### src/rtl/ptw_if.sv
// PTW bus bundle: TLB walk request/response plus the PTE memory read port.
// slave is the walker side; master is the TLB/memory environment.
interface ptw_if;
    logic        ptw_req_i;
    logic [31:0] ptw_vaddr_i;
    logic [19:0] satp_ppn_i;
    logic        ptw_resp_valid_o;
    logic [31:0] ptw_pte_o;
    logic        ptw_fault_o;
    logic        mem_req_o;
    logic [31:0] mem_addr_o;
    logic        mem_ack_i;
    logic [31:0] mem_rdata_i;
    logic        busy_o;

    modport slave (
        input  ptw_req_i, ptw_vaddr_i, satp_ppn_i, mem_ack_i, mem_rdata_i,
        output ptw_resp_valid_o, ptw_pte_o, ptw_fault_o, mem_req_o, mem_addr_o, busy_o
    );

    modport master (
        output ptw_req_i, ptw_vaddr_i, satp_ppn_i, mem_ack_i, mem_rdata_i,
        input  ptw_resp_valid_o, ptw_pte_o, ptw_fault_o, mem_req_o, mem_addr_o, busy_o
    );
endinterface

### src/rtl/ptw.sv
// Two-level (Sv32-style) page-table walker with per-access ack timeout.
// One walk at a time; requests arriving while busy are dropped.
module ptw #(
    parameter int unsigned TIMEOUT_CYCLES = 255
) (
    input logic  clk,
    input logic  rst,
    ptw_if.slave bus
);
    localparam logic [1:0] StIdle   = 2'd0;
    localparam logic [1:0] StL1Wait = 2'd1;
    localparam logic [1:0] StL0Wait = 2'd2;
    localparam logic [1:0] StResp   = 2'd3;

    localparam logic [8:0] TimeoutLim = TIMEOUT_CYCLES[8:0];

    logic [1:0]  state_q, state_d;
    logic [31:0] addr_q, addr_d;
    logic [9:0]  vpn0_q, vpn0_d;
    logic [7:0]  wait_cnt_q, wait_cnt_d;
    logic [31:0] pte_q, pte_d;
    logic        fault_q, fault_d;

    logic pte_v, pte_r, pte_w, timeout;
    logic unused_vaddr_lsb;

    assign pte_v = bus.mem_rdata_i[2];
    assign pte_r = bus.mem_rdata_i[0];
    assign pte_w = bus.mem_rdata_i[1];

    // Fires on the edge where the wait count would reach the limit.
    assign timeout = ({1'b0, wait_cnt_q} + 9'd1) == TimeoutLim;

    assign unused_vaddr_lsb = ^bus.ptw_vaddr_i[11:0];

    always_comb begin
        state_d    = state_q;
        addr_d     = addr_q;
        vpn0_d     = vpn0_q;
        wait_cnt_d = wait_cnt_q;
        pte_d      = pte_q;
        fault_d    = fault_q;
        case (state_q)
            StIdle: begin
                if (bus.ptw_req_i) begin
                    addr_d     = {bus.satp_ppn_i, bus.ptw_vaddr_i[31:22], 2'b00};
                    vpn0_d     = bus.ptw_vaddr_i[21:12];
                    wait_cnt_d = 8'd0;
                    state_d    = StL1Wait;
                end
            end
            StL1Wait: begin
                if (bus.mem_ack_i) begin
                    if (!pte_v || pte_r || pte_w) begin
                        pte_d   = 32'd0;
                        fault_d = 1'b1;
                        state_d = StResp;
                    end else begin
                        addr_d     = {bus.mem_rdata_i[31:12], vpn0_q, 2'b00};
                        wait_cnt_d = 8'd0;
                        state_d    = StL0Wait;
                    end
                end else if (timeout) begin
                    pte_d   = 32'd0;
                    fault_d = 1'b1;
                    state_d = StResp;
                end else begin
                    wait_cnt_d = wait_cnt_q + 8'd1;
                end
            end
            StL0Wait: begin
                if (bus.mem_ack_i) begin
                    if (!pte_v || (!pte_r && !pte_w)) begin
                        pte_d   = 32'd0;
                        fault_d = 1'b1;
                    end else begin
                        pte_d   = bus.mem_rdata_i;
                        fault_d = 1'b0;
                    end
                    state_d = StResp;
                end else if (timeout) begin
                    pte_d   = 32'd0;
                    fault_d = 1'b1;
                    state_d = StResp;
                end else begin
                    wait_cnt_d = wait_cnt_q + 8'd1;
                end
            end
            StResp: begin
                pte_d   = 32'd0;
                fault_d = 1'b0;
                state_d = StIdle;
            end
            default: begin
                state_d = StIdle;
            end
        endcase
    end

    always_ff @(posedge clk) begin
        if (rst) begin
            state_q    <= StIdle;
            addr_q     <= 32'd0;
            vpn0_q     <= 10'd0;
            wait_cnt_q <= 8'd0;
            pte_q      <= 32'd0;
            fault_q    <= 1'b0;
        end else begin
            state_q    <= state_d;
            addr_q     <= addr_d;
            vpn0_q     <= vpn0_d;
            wait_cnt_q <= wait_cnt_d;
            pte_q      <= pte_d;
            fault_q    <= fault_d;
        end
    end

    // Response regs are only non-zero while in StResp.
    assign bus.ptw_resp_valid_o = (state_q == StResp);
    assign bus.ptw_pte_o        = pte_q;
    assign bus.ptw_fault_o      = fault_q;
    assign bus.mem_req_o        = (state_q == StL1Wait) || (state_q == StL0Wait);
    assign bus.mem_addr_o       = addr_q;
    assign bus.busy_o           = (state_q != StIdle);
endmodule
### src/flat_wrapper.sv
// flat-port wrapper written by rule: the top's interface ports become plain ports
module ptw_flat 
#(
    parameter int unsigned TIMEOUT_CYCLES = 255
)
  (clk, rst, bus_ptw_req_i, bus_ptw_vaddr_i, bus_satp_ppn_i, bus_mem_ack_i, bus_mem_rdata_i, bus_ptw_resp_valid_o, bus_ptw_pte_o, bus_ptw_fault_o, bus_mem_req_o, bus_mem_addr_o, bus_busy_o);
  ptw_if bus_i ();
  input logic clk;
  input logic rst;
  input wire logic [$bits(bus_i.ptw_req_i)-1:0] bus_ptw_req_i;
  input wire logic [$bits(bus_i.ptw_vaddr_i)-1:0] bus_ptw_vaddr_i;
  input wire logic [$bits(bus_i.satp_ppn_i)-1:0] bus_satp_ppn_i;
  input wire logic [$bits(bus_i.mem_ack_i)-1:0] bus_mem_ack_i;
  input wire logic [$bits(bus_i.mem_rdata_i)-1:0] bus_mem_rdata_i;
  output wire logic [$bits(bus_i.ptw_resp_valid_o)-1:0] bus_ptw_resp_valid_o;
  output wire logic [$bits(bus_i.ptw_pte_o)-1:0] bus_ptw_pte_o;
  output wire logic [$bits(bus_i.ptw_fault_o)-1:0] bus_ptw_fault_o;
  output wire logic [$bits(bus_i.mem_req_o)-1:0] bus_mem_req_o;
  output wire logic [$bits(bus_i.mem_addr_o)-1:0] bus_mem_addr_o;
  output wire logic [$bits(bus_i.busy_o)-1:0] bus_busy_o;
  assign bus_i.ptw_req_i = bus_ptw_req_i;
  assign bus_i.ptw_vaddr_i = bus_ptw_vaddr_i;
  assign bus_i.satp_ppn_i = bus_satp_ppn_i;
  assign bus_i.mem_ack_i = bus_mem_ack_i;
  assign bus_i.mem_rdata_i = bus_mem_rdata_i;
  assign bus_ptw_resp_valid_o = bus_i.ptw_resp_valid_o;
  assign bus_ptw_pte_o = bus_i.ptw_pte_o;
  assign bus_ptw_fault_o = bus_i.ptw_fault_o;
  assign bus_mem_req_o = bus_i.mem_req_o;
  assign bus_mem_addr_o = bus_i.mem_addr_o;
  assign bus_busy_o = bus_i.busy_o;
  ptw #(.TIMEOUT_CYCLES(TIMEOUT_CYCLES)) u_core (.clk(clk), .rst(rst), .bus(bus_i));
endmodule
### config.mk
export PLATFORM = sky130hd
export DESIGN_NAME = ptw_flat
export DESIGN_NICKNAME = d
export VERILOG_FILES = /design/src/rtl/ptw_if.sv /design/src/rtl/ptw.sv /design/src/flat_wrapper.sv
export SDC_FILE = /design/constraint.sdc
export NUM_CORES = 1
export LEC_CHECK = 0
export ABC_AREA = 1
export CAP_MARGIN = 10
export CORE_MARGIN = 4
export CORE_UTILIZATION = 30
export DETAILED_ROUTE_END_ITERATION = 16
export HOLD_SLACK_MARGIN = 0.08
export SLEW_MARGIN = 0
export SYNTH_ARGS = -nofsm -noshare
export SYNTH_HDL_FRONTEND = slang
export SYNTH_SLANG_ARGS = --single-unit
### constraint.sdc
create_clock -name clk -period 1.7 [get_ports clk]
set_clock_uncertainty 0.1 [all_clocks]
set_input_delay 0.17 -clock clk [delete_from_list [all_inputs] [get_ports clk]]
set_output_delay 0.17 -clock clk [all_outputs]
set_load 0.1 [all_outputs]
==> results_dict.tcl, run 1 <==
set metrics [dict create \
    synth-seq-area-share_pct 40.35 \
    grt_usage_pct 18.33 \
    p_sw_w 0.003370 \
    grt_pass1_wl_mm 23.29 \
    via_count 4662 \
    grt_max_degree 43 \
    design_area_sq_um 8173 \
    path_class "flip-flop to flip-flop" \
    post-place-ws_ns -0.2128 \
    htree_levels 3 \
    outcome "finished, violations left" \
    cts_tree "yes" \
    num_io_pins 156 \
    overflow 0 \
    start_util_pct 30.85 \
    netSwitchingFraction_pct 40.00 \
    cts-root-buf "clkbuf_16" \
    final_util_pct 61.23 \
    critPathSlowestCell "dfxtp_4" \
    place_area_sq_um 6708 \
    drt-initial-drc-count 196 \
    leakagePower_nw 3.123 \
    r2r_end "u_core.bus.ptw_pte_o[20]" \
    cap_violations 0 \
    fin_ws_ns -0.1335 \
    avgSynthCellArea_sq_um 6.641 \
    synthCells 620 \
    wl_per_cell_um 15.44 \
    rsz0062_at_grt "yes" \
    drv_slew 0 \
    period_share_pct 107.9 \
    hold_path_class "primary input to flip-flop" \
    firstDrtPassIters 4 \
    p_seq_share_pct 28.5 \
    min_period_ns 1.833 \
    ir_worst_vdd_mv 0.9223 \
    place.port_buffers 141 \
    setup_viol 58 \
    grt_pass1_vias 4688 \
    hold_end "u_core.bus.ptw_pte_o[7]" \
    path_buf_inv 1 \
    antenna_left 0 \
    fp.dieW_um 125.2 \
    worst_setup_path_start_kind "flip-flop" \
    violations "setup timing" \
    ff2ff_path_depth 11 \
    routabilityCongestion 0.8375 \
    routed_via_density 4.733 \
    die_area_sq_um 15660 \
    fp-row-count 42 \
    antenna_found_initial 0 \
    pwr-share-clk_pct 25.7 \
    powerDensity_nw_per_um2 1031 \
    whs_ns 0.2974 \
    required_ns 1.84 \
    cts_buffer_depth 2 \
    final_hold_viol_count 0 \
    synth_cell_types 28 \
    netlist_area_sq_um 4118 \
    multiInputGateArea_sq_um 2714 \
    hold_depth 3 \
    coreArea_sq_um 13350 \
    path_clk_slew_ns 0.06 \
    antennaDiodeCount 0 \
    hp-start "bus_mem_rdata_i[7]" \
    reg2reg_slack_ns -0.13 \
    cts.sinks 83 \
    drive_above_1_share_pct 39.56 \
    drcViolationCount 0 \
    worstPathMaxFanout 5 \
    path_cells "ha_4 > nand3_4 > o21ai_2 > nand2_2 > nor2_4 > nand2_4 > nand2_4 > nand2_8 > clkbuf_16 > nand2_2 > a21oi_2" \
    routed_wl_mm 15.21 \
    fmax_ghz 0.5454 \
    fp.dieH_um 125.2 \
    p_int_w 0.005056 \
    totalPowerFinal_w 0.008426 \
    critPathMaxStageDelay_ns 0.36 \
    combPwrFrac_pct 45.8 \
    yosysWarnings 0 \
    worstPathArrival_ns 1.98 \
    endpoint_kind "flip-flop" \
    nets 899 \
    hpwlAfterDp_mm 9.985 \
    n_fill_cell 1106 \
    register_area_sq_um 1678 \
    numCtsBuffers 9 \
    critPathTopFamily "simple AND/OR/NAND/NOR gates" \
    clk_latency_ns 0.35 \
    ys_seq_elements 83 \
    syn2layout_area_growth_pct 98.48 \
    regToRegStartpoint "u_core.wait_cnt_q[0]" \
]
-- cells in the final DEF, fill, tap and decap left out, types with 3 or more instances in the layout --
master and instances:
buf_6 13, nand2_2 21, nand3_1 12, o21ai_0 36, inv_2 7, o21ai_1 9
clkdlybuf4s50_1 75, nand4_1 3, buf_12 77, a211oi_2 5, ha_4 5, nand2_4 21
o21ai_2 15, buf_16 4, inv_1 78, o21ai_4 13, a21oi_2 53, a21oi_1 51
clkbuf_16 11, buf_4 36, dfxtp_2 4, dfxtp_1 76, nor2_1 85, inv_4 5
dfxtp_4 3, nor2_4 7, nand2_1 60
-- stage by stage --
step | std cells | TNS, ns
finish | 985 | -4.604
global route | 985 | -11.84
CTS | 982 | -3.979
detailed placement | 942 | -9.906
global placement | 942 | -7.300
floorplan | 621 | -14.17
-- cells in the mapped netlist --
master | instances | area [sq um]
a211oi_1 | 5 | 37.54
a21oi_1 | 103 | 515.5
a21oi_2 | 1 | 8.760
a21oi_4 | 1 | 16.27
buf_1 | 4 | 15.01
buf_2 | 4 | 20.02
buf_4 | 2 | 15.01
buf_6 | 3 | 33.78
clkbuf_1 | 21 | 78.83
clkbuf_2 | 2 | 10.01
conb_1 | 1 | 3.750
dfxtp_1 | 83 | 1662
ha_1 | 7 | 87.58
inv_1 | 92 | 345.3
nand2_1 | 97 | 364.1
nand2_2 | 2 | 12.51
nand2_4 | 4 | 45.04
nand3_1 | 14 | 70.07
nand3_2 | 1 | 10.01
nand4_1 | 3 | 18.77
nor2_1 | 91 | 341.6
nor2_2 | 2 | 12.51
nor2_4 | 1 | 11.26
nor3_1 | 1 | 5.000
o21ai_0 | 71 | 355.3
o21ai_1 | 2 | 10.01
o22ai_1 | 1 | 6.260
or2_2 | 1 | 6.260
-- worst register-to-register path, stage by stage, from the launching register on --
cell,delay (ns)
dfxtp_4,0.36
ha_4,0.18
nand3_4,0.09
o21ai_2,0.20
nand2_2,0.11
nor2_4,0.14
nand2_4,0.08
nand2_4,0.09
nand2_8,0.09
clkbuf_16,0.19
nand2_2,0.06
a21oi_2,0.04
-- layout make-up --
type | count | share of cell area, %
clock inverter | 6 | 1.056
multi-input combinational | 411 | 33.21
sequential | 83 | 20.53
tap | 176 | 2.694
timing repair buffer | 207 | 35.10
clock buffer | 10 | 2.924
inverter | 92 | 4.486
-- per-layer routing --
layer,global-route usage [%],routed length (um)
met1,21.19,6227
met2,31.70,7827
met3,6.610,875
met4,5.740,281
met5,0,0
-- worst max-delay path by stage --
stage	start	to	slack, ns	cells past startpoint
2_1_floorplan	u_core.state_q[1]	u_core.bus.mem_addr_o[10]	-0.27	10
3_3_place_gp	bus_ptw_req_i	u_core.bus.mem_addr_o[31]	-0.14	10
3_5_place_dp	bus_mem_ack_i	u_core.bus.ptw_pte_o[14]	-0.21	10
4_1_cts	u_core.wait_cnt_q[0]	u_core.bus.ptw_pte_o[7]	-0.10	13
5_1_grt	u_core.wait_cnt_q[0]	u_core.bus.ptw_pte_o[20]	-0.26	11
6_report	u_core.wait_cnt_q[0]	u_core.bus.ptw_pte_o[20]	-0.13	11
-- power groups by stage --
stage | Combinational, W | Sequential (W) | Clock (W)
final | 0.00386 | 0.00240 | 0.00217
after global routing | 0.00406 | 0.00243 | 0.00228
after CTS | 0.00354 | 0.00236 | 0.00220
after detailed placement | 0.00309 | 0.00237 | 0
after global placement | 0.00305 | 0.00237 | 0
after floorplan | 0.000955 | 0.00326 | 0
-- state kept, by name, indices dropped and copies added (netlist names) --
register,flops
u_core.bus.ptw_pte_o,32
u_core.vpn0_q,10
u_core.wait_cnt_q,8
u_core.state_q,2
u_core.bus.mem_addr_o,30
u_core.bus.ptw_fault_o,1
-- cell families (layout without fill, tap and decap cells) --
| group | after synthesis | count (layout) | share of synthesized area (%) |
|---|---|---|---|
| other | 1 | 2 | 0.09107 |
| DFF | 83 | 83 | 40.35 |
| AOI/OAI and AO/OA | 184 | 184 | 23.06 |
| adders and majority gates | 7 | 7 | 2.127 |
| and+or+nand+nor | 217 | 218 | 21.79 |
| buffers and inverters | 128 | 315 | 12.58 |
-- what timing repair did --
| action | 4_1_cts | 5_1_grt |
|---|---|---|
| pin swaps | 15 | 22 |
| hold endpoints to repair | 0 | 0 |
| resized for setup | 84 | 131 |
| hold buffers | 0 | 0 |
| setup endpoints to repair | 73 | 75 |
| cloned | 5 | 3 |
| setup buffers | 20 | 4 |
(Power assumes the default switching activity.)
==> inputs of run 2 (changes only) <==
Settings changed: CORE_MARGIN 4 to 2.
==> run 2 against run 1 <==
Critical path type unchanged. Sequential cell count stayed put. Sequential power hardly changed. The flow still finishes with violations (setup timing). Core utilization is 2.5 points lower. Power is 6.6% lower. Global-route usage is 1.0 points higher. Largest cell class unchanged. Hold slack worse by 0.0065 ns. Final cell count is 0.20% lower. Non-clock buffer count is 4 lower.
==> results_dict.tcl, run 2 (synthesis results as in run 1) <==
set metrics [dict create \
    outcome "finished, violations left" \
    violations "setup timing" \
    cap_violations 0 \
    design_area_sq_um 7835 \
    post-place-ws_ns -0.2127 \
    met2_length_mm 7.460 \
    drv_slew 0 \
    worstPathMaxFanout 8 \
    final_cell_mix "86 x nor2_1, 80 x inv_1, 76 x dfxtp_1, 75 x clkdlybuf4s50_1, 73 x a21oi_1" \
    nets 897 \
    clk_latency_ns 0.34 \
    critPathSlowestCell "dfxtp_4" \
    setup_viol 69 \
    place.port_buffers 141 \
    met3_length_um 901 \
    worst_setup_path_start_kind "flip-flop" \
    fp.dieW_um 121.2 \
    cts.sinks 83 \
    via_count 4635 \
    hold_path_class "primary input to flip-flop" \
    path_cells "ha_4 > nand4_1 > nand2_2 > nand3_2 > nor2_4 > nand2_4 > nand2_8 > nand2_8 > nand2_2 > a21oi_2" \
    endpoint "u_core.bus.ptw_pte_o[30]" \
    wirelength_met1_mm 6.227 \
    cts-root-buf "clkbuf_16" \
    drive_above_1_share_pct 37.05 \
    cts_buffer_depth 2 \
    r2r_end "u_core.bus.ptw_pte_o[30]" \
    die_area_sq_um 14680 \
    final_hold_viol_count 0 \
    hpwlAfterDp_mm 9.571 \
    fp-row-count 42 \
    numCtsBuffers 9 \
    regToRegStartpoint "u_core.wait_cnt_q[0]" \
    endpoint_kind "flip-flop" \
    grt_pass1_wl_mm 22.59 \
    cts_tree "yes" \
    firstDrtPassIters 4 \
    grt_max_degree 61 \
    totalPowerFinal_w 0.007872 \
    critPathMaxStageDelay_ns 0.36 \
    htree_levels 3 \
    antenna_left 0 \
    fmax_ghz 0.5425 \
    min_period_ns 1.843 \
    antenna_found_initial 0 \
    syn2layout_area_growth_pct 90.28 \
    required_ns 1.82 \
    routed_wl_mm 14.89 \
    grt_pass1_vias 4544 \
    reg2reg_slack_ns -0.14 \
    topRoutingLayerUsed "met4" \
    worstPathArrival_ns 1.96 \
    path_clk_slew_ns 0.06 \
    final_common_cell "nor2_1" \
    fin_ws_ns -0.1435 \
    drcViolationCount 0 \
    crit_start "u_core.wait_cnt_q[0]" \
    num_io_pins 156 \
    antennaDiodeCount 0 \
    routabilityCongestion 0.8585 \
    leakagePower_nw 2.993 \
    place_area_sq_um 6640 \
    coreArea_sq_um 13350 \
    largest_register_ffs 32 \
    path_class "flip-flop to flip-flop" \
    whs_ns 0.2909 \
    grt_usage_pct 19.35 \
    rsz0062_at_grt "yes" \
    fp.dieH_um 121.2 \
    wl_per_cell_um 15.14 \
    period_share_pct 108.4 \
    drt-initial-drc-count 199 \
    start_util_pct 30.85 \
    overflow 0 \
    ir_worst_vdd_mv 0.6923 \
    final_util_pct 58.70 \
    ff2ff_path_depth 10 \
    powerDensity_nw_per_um2 1005 \
    routed_via_density 4.715 \
]
run 2: changes by cell type in the layout (fill, tap and decap cells not counted), moves of 4 or more:
cell	before	now
a21oi_2	53	29
a21oi_1	51	73
buf_4	36	40
o21ai_2	15	27
buf_16	4	0
buf_12	77	72
nand2_4	21	9
nand2_8	2	6
o21ai_4	13	5
inv_4	5	0
nand2_2	21	34
run 2: timing repair:
item	4_1_cts	5_1_grt
setup buffers	20	4
setup endpoints to repair	73	75
pin swaps	13	29
cloned	5	2
resized for setup	60	123
hold buffers	0	0
run 2: worst min path at each step:
stage          cells after the start                      end  slack, ns                  from
2_1_floorplan                      1        u_core.state_q[1]       0.13                   rst
3_3_place_gp                       2     u_core.wait_cnt_q[7]       0.37  u_core.wait_cnt_q[7]
3_5_place_dp                       2         u_core.vpn0_q[4]       0.38      u_core.vpn0_q[4]
4_1_cts                            3  u_core.bus.ptw_pte_o[8]       0.29    bus_mem_rdata_i[8]
5_1_grt                            3  u_core.bus.ptw_pte_o[8]       0.29    bus_mem_rdata_i[8]
6_report                           3  u_core.bus.ptw_pte_o[8]       0.29    bus_mem_rdata_i[8]
run 2: critical path, delay by kind of cell (launching register included):
family	cells	cell delay (ns)
AO/OA/AOI/OAI	1	0.05
adder cells (fa/ha/maj)	1	0.18
flip-flops	1	0.36
AND/OR/NAND/NOR	8	1.01
run 2: where the power goes:
group / internal, W / switching (W) / leakage, nW
registers: 0.00215 / 0.000239 / 0.683
logic: 0.00143 / 0.00220 / 2.17
clock network: 0.00103 / 0.000821 / 0.139
total: 0.00461 / 0.00326 / 2.99
run 2: area by class of cell:
cell class | instances | area [sq um]
fillers | 1166 | 5513
repair buffers | 203 | 2686
multi-input cells | 413 | 2596
flip-flops and latches | 83 | 1685
inverters | 92 | 367.9
clock buffers | 10 | 239.0
well taps | 176 | 220.2
clock inverters | 6 | 40.04
run 2: per-layer routing:
metal,global-route usage (%),vias up
met3,5.357,26
li1,-,2342
met2,32.62,131
met1,23.74,2136
met4,6.537,0
met5,0,-
run 2: stage by stage:
step | TNS (ns) | cells
floorplan | -14.17 | 621
global route | -11.00 | 983
global placement | -9.198 | 938
detailed placement | -11.96 | 938
CTS | -1.156 | 979
finish | -5.552 | 983
==> inputs of run 3 (changes only) <==
Settings changed: PLACE_DENSITY_LB_ADDON set to 0.08.
==> run 3 against run 2 <==
Global-route usage is 0.77 points higher. Largest cell class unchanged. The run still ends with setup timing left. Sequential power is essentially flat. Clock power rose by 17%. Combinational power up 8.8%. Hold slack got worse by 0.0093 ns. First-iteration DRC count rose by 26%. Register-to-register slack better by 0.03 ns.
==> results_dict.tcl, run 3 (synthesis results as in run 1) <==
set metrics [dict create \
    worstPathMaxFanout 7 \
    fp-row-count 42 \
    outcome "finished, violations left" \
    grt_pass1_wl_mm 23.31 \
    grt_usage_pct 20.12 \
    antenna_left 0 \
    cts_buffer_depth 2 \
    start_util_pct 30.85 \
    fin_ws_ns -0.1144 \
    period_share_pct 106.7 \
    busiest_layer "met2" \
    coreArea_sq_um 13350 \
    clk_latency_ns 0.35 \
    overflow 0 \
    whs_ns 0.2816 \
    place.port_buffers 141 \
    worstPathArrival_ns 1.96 \
    firstDrtPassIters 4 \
    syn2layout_area_growth_pct 103.8 \
    path_class "flip-flop to flip-flop" \
    final_util_pct 62.86 \
    via_count 4761 \
    ir_worst_vdd_mv 0.6868 \
    wl_per_cell_um 15.24 \
    routed_via_density 4.775 \
    grt_max_degree 59 \
    cts.sinks 83 \
    routed_wl_mm 15.19 \
    routabilityCongestion 0.7978 \
    final_cell_mix "86 x nor2_1, 80 x buf_12, 78 x inv_1, 75 x clkdlybuf4s50_1, 75 x dfxtp_1" \
    numCtsBuffers 9 \
    finalSetupTns_ns -4.222 \
    worst_setup_path_start_kind "flip-flop" \
    antennaDiodeCount 0 \
    num_io_pins 156 \
    setup_viol 63 \
    htree_levels 3 \
    hold_path_class "primary input to flip-flop" \
    groute.layer.met2.usage_pct 33.46 \
    powerDensity_nw_per_um2 1014 \
    die_area_sq_um 14680 \
    cts_tree "yes" \
    fp.dieH_um 121.2 \
    violations "setup timing" \
    drt-initial-drc-count 251 \
    drive_above_1_share_pct 41.66 \
    endpoint_kind "flip-flop" \
    final_common_cell "nor2_1" \
    cts-root-buf "clkbuf_16" \
    grt_pass1_vias 4708 \
    cap_violations 0 \
    hpwlAfterDp_mm 9.382 \
    largest_register_ffs 32 \
    met3_usage_pct 7.237 \
    rsz0062_at_grt "yes" \
    antenna_found_initial 0 \
    grt_use_met1_pct 24.53 \
    fmax_ghz 0.5511 \
    reg2reg_slack_ns -0.11 \
    final_hold_viol_count 0 \
    nets 911 \
    drcViolationCount 0 \
    drv_slew 0 \
    path_clk_slew_ns 0.07 \
    required_ns 1.84 \
    min_period_ns 1.814 \
    leakagePower_nw 3.244 \
    fp.dieW_um 121.2 \
]
==> run 3: cell count changes in the layout (fill, tap and decap cells not counted), sizes merged <==
cell / previous run / this run
nand2: 106 / 104
bufinv: 0 / 2
buf: 127 / 141
clkbuf: 11 / 12
clkinv: 5 / 4
==> run 3: power by group <==
part | total [W] | switching (W) | internal (W) | leakage, nW
combinational | 0.00396 | 0.00229 | 0.00167 | 2.41
sequential | 0.00239 | 0.000241 | 0.00215 | 0.682
clock | 0.00216 | 0.000875 | 0.00129 | 0.156
total | 0.00851 | 0.00341 | 0.00510 | 3.24
==> run 3: path summary, 6_finish.rpt <==
check / cells after the start / endpoint / start
worst max-delay path: 11 / u_core.bus.mem_addr_o[29] / u_core.state_q[1]
worst min-delay path: 3 / u_core.bus.ptw_pte_o[9] / bus_mem_rdata_i[9]
worst min register to register: 2 / u_core.vpn0_q[4] / u_core.vpn0_q[4]
worst max register to register: 11 / u_core.bus.mem_addr_o[29] / u_core.state_q[1]
==> run 3: metrics by stage <==
step | instances | area [sq um] | setup slack [ns] | power (W)
floorplan | 621 | 4225 | -0.2715 | 0.004211
global placement | 942 | 6733 | -0.1678 | 0.005428
detailed placement | 942 | 6733 | -0.2089 | 0.005459
CTS | 985 | 7807 | -0.09157 | 0.008192
global route | 997 | 8391 | -0.1803 | 0.008842
finish | 997 | 8391 | -0.1144 | 0.008508
==> run 3: worst max-delay path: stages, from the launching register on <==
cell and delay (ns):
dfxtp_2 0.36, clkinv_4 0.09, ha_4 0.19, buf_6 0.12
a21oi_2 0.14, a21oi_1 0.06, nand2_1 0.12, inv_4 0.07
buf_12 0.14, buf_12 0.14, o21ai_4 0.14, a21oi_2 0.04
==> run 3: cell type report <==
type | instances | area, sq um
sequential | 83 | 1679
inverter | 92 | 370.4
timing repair buffer | 219 | 3045
fill | 1155 | 4957
clock inverter | 7 | 91.34
clock buffer | 9 | 225.2
tap | 176 | 220.2
multi-input combinational | 411 | 2759
==> run 3: layer usage <==
| metal | wire, um | share of wire (%) |
|---|---|---|
| met5 | 0 | 0 |
| met4 | 243 | 1.6 |
| met3 | 1020 | 6.7 |
| met2 | 7477 | 49 |
| met1 | 6450 | 42 |
==> run 3: timing repair <==
action                     in CTS  in global routing
hold buffers                    0                  0
resized for setup             113                133
buffers inserted               22                 11
pin swaps                      17                 27
setup endpoints to repair      73                 74
cloned                          6                  4
hold endpoints to repair        0                  0
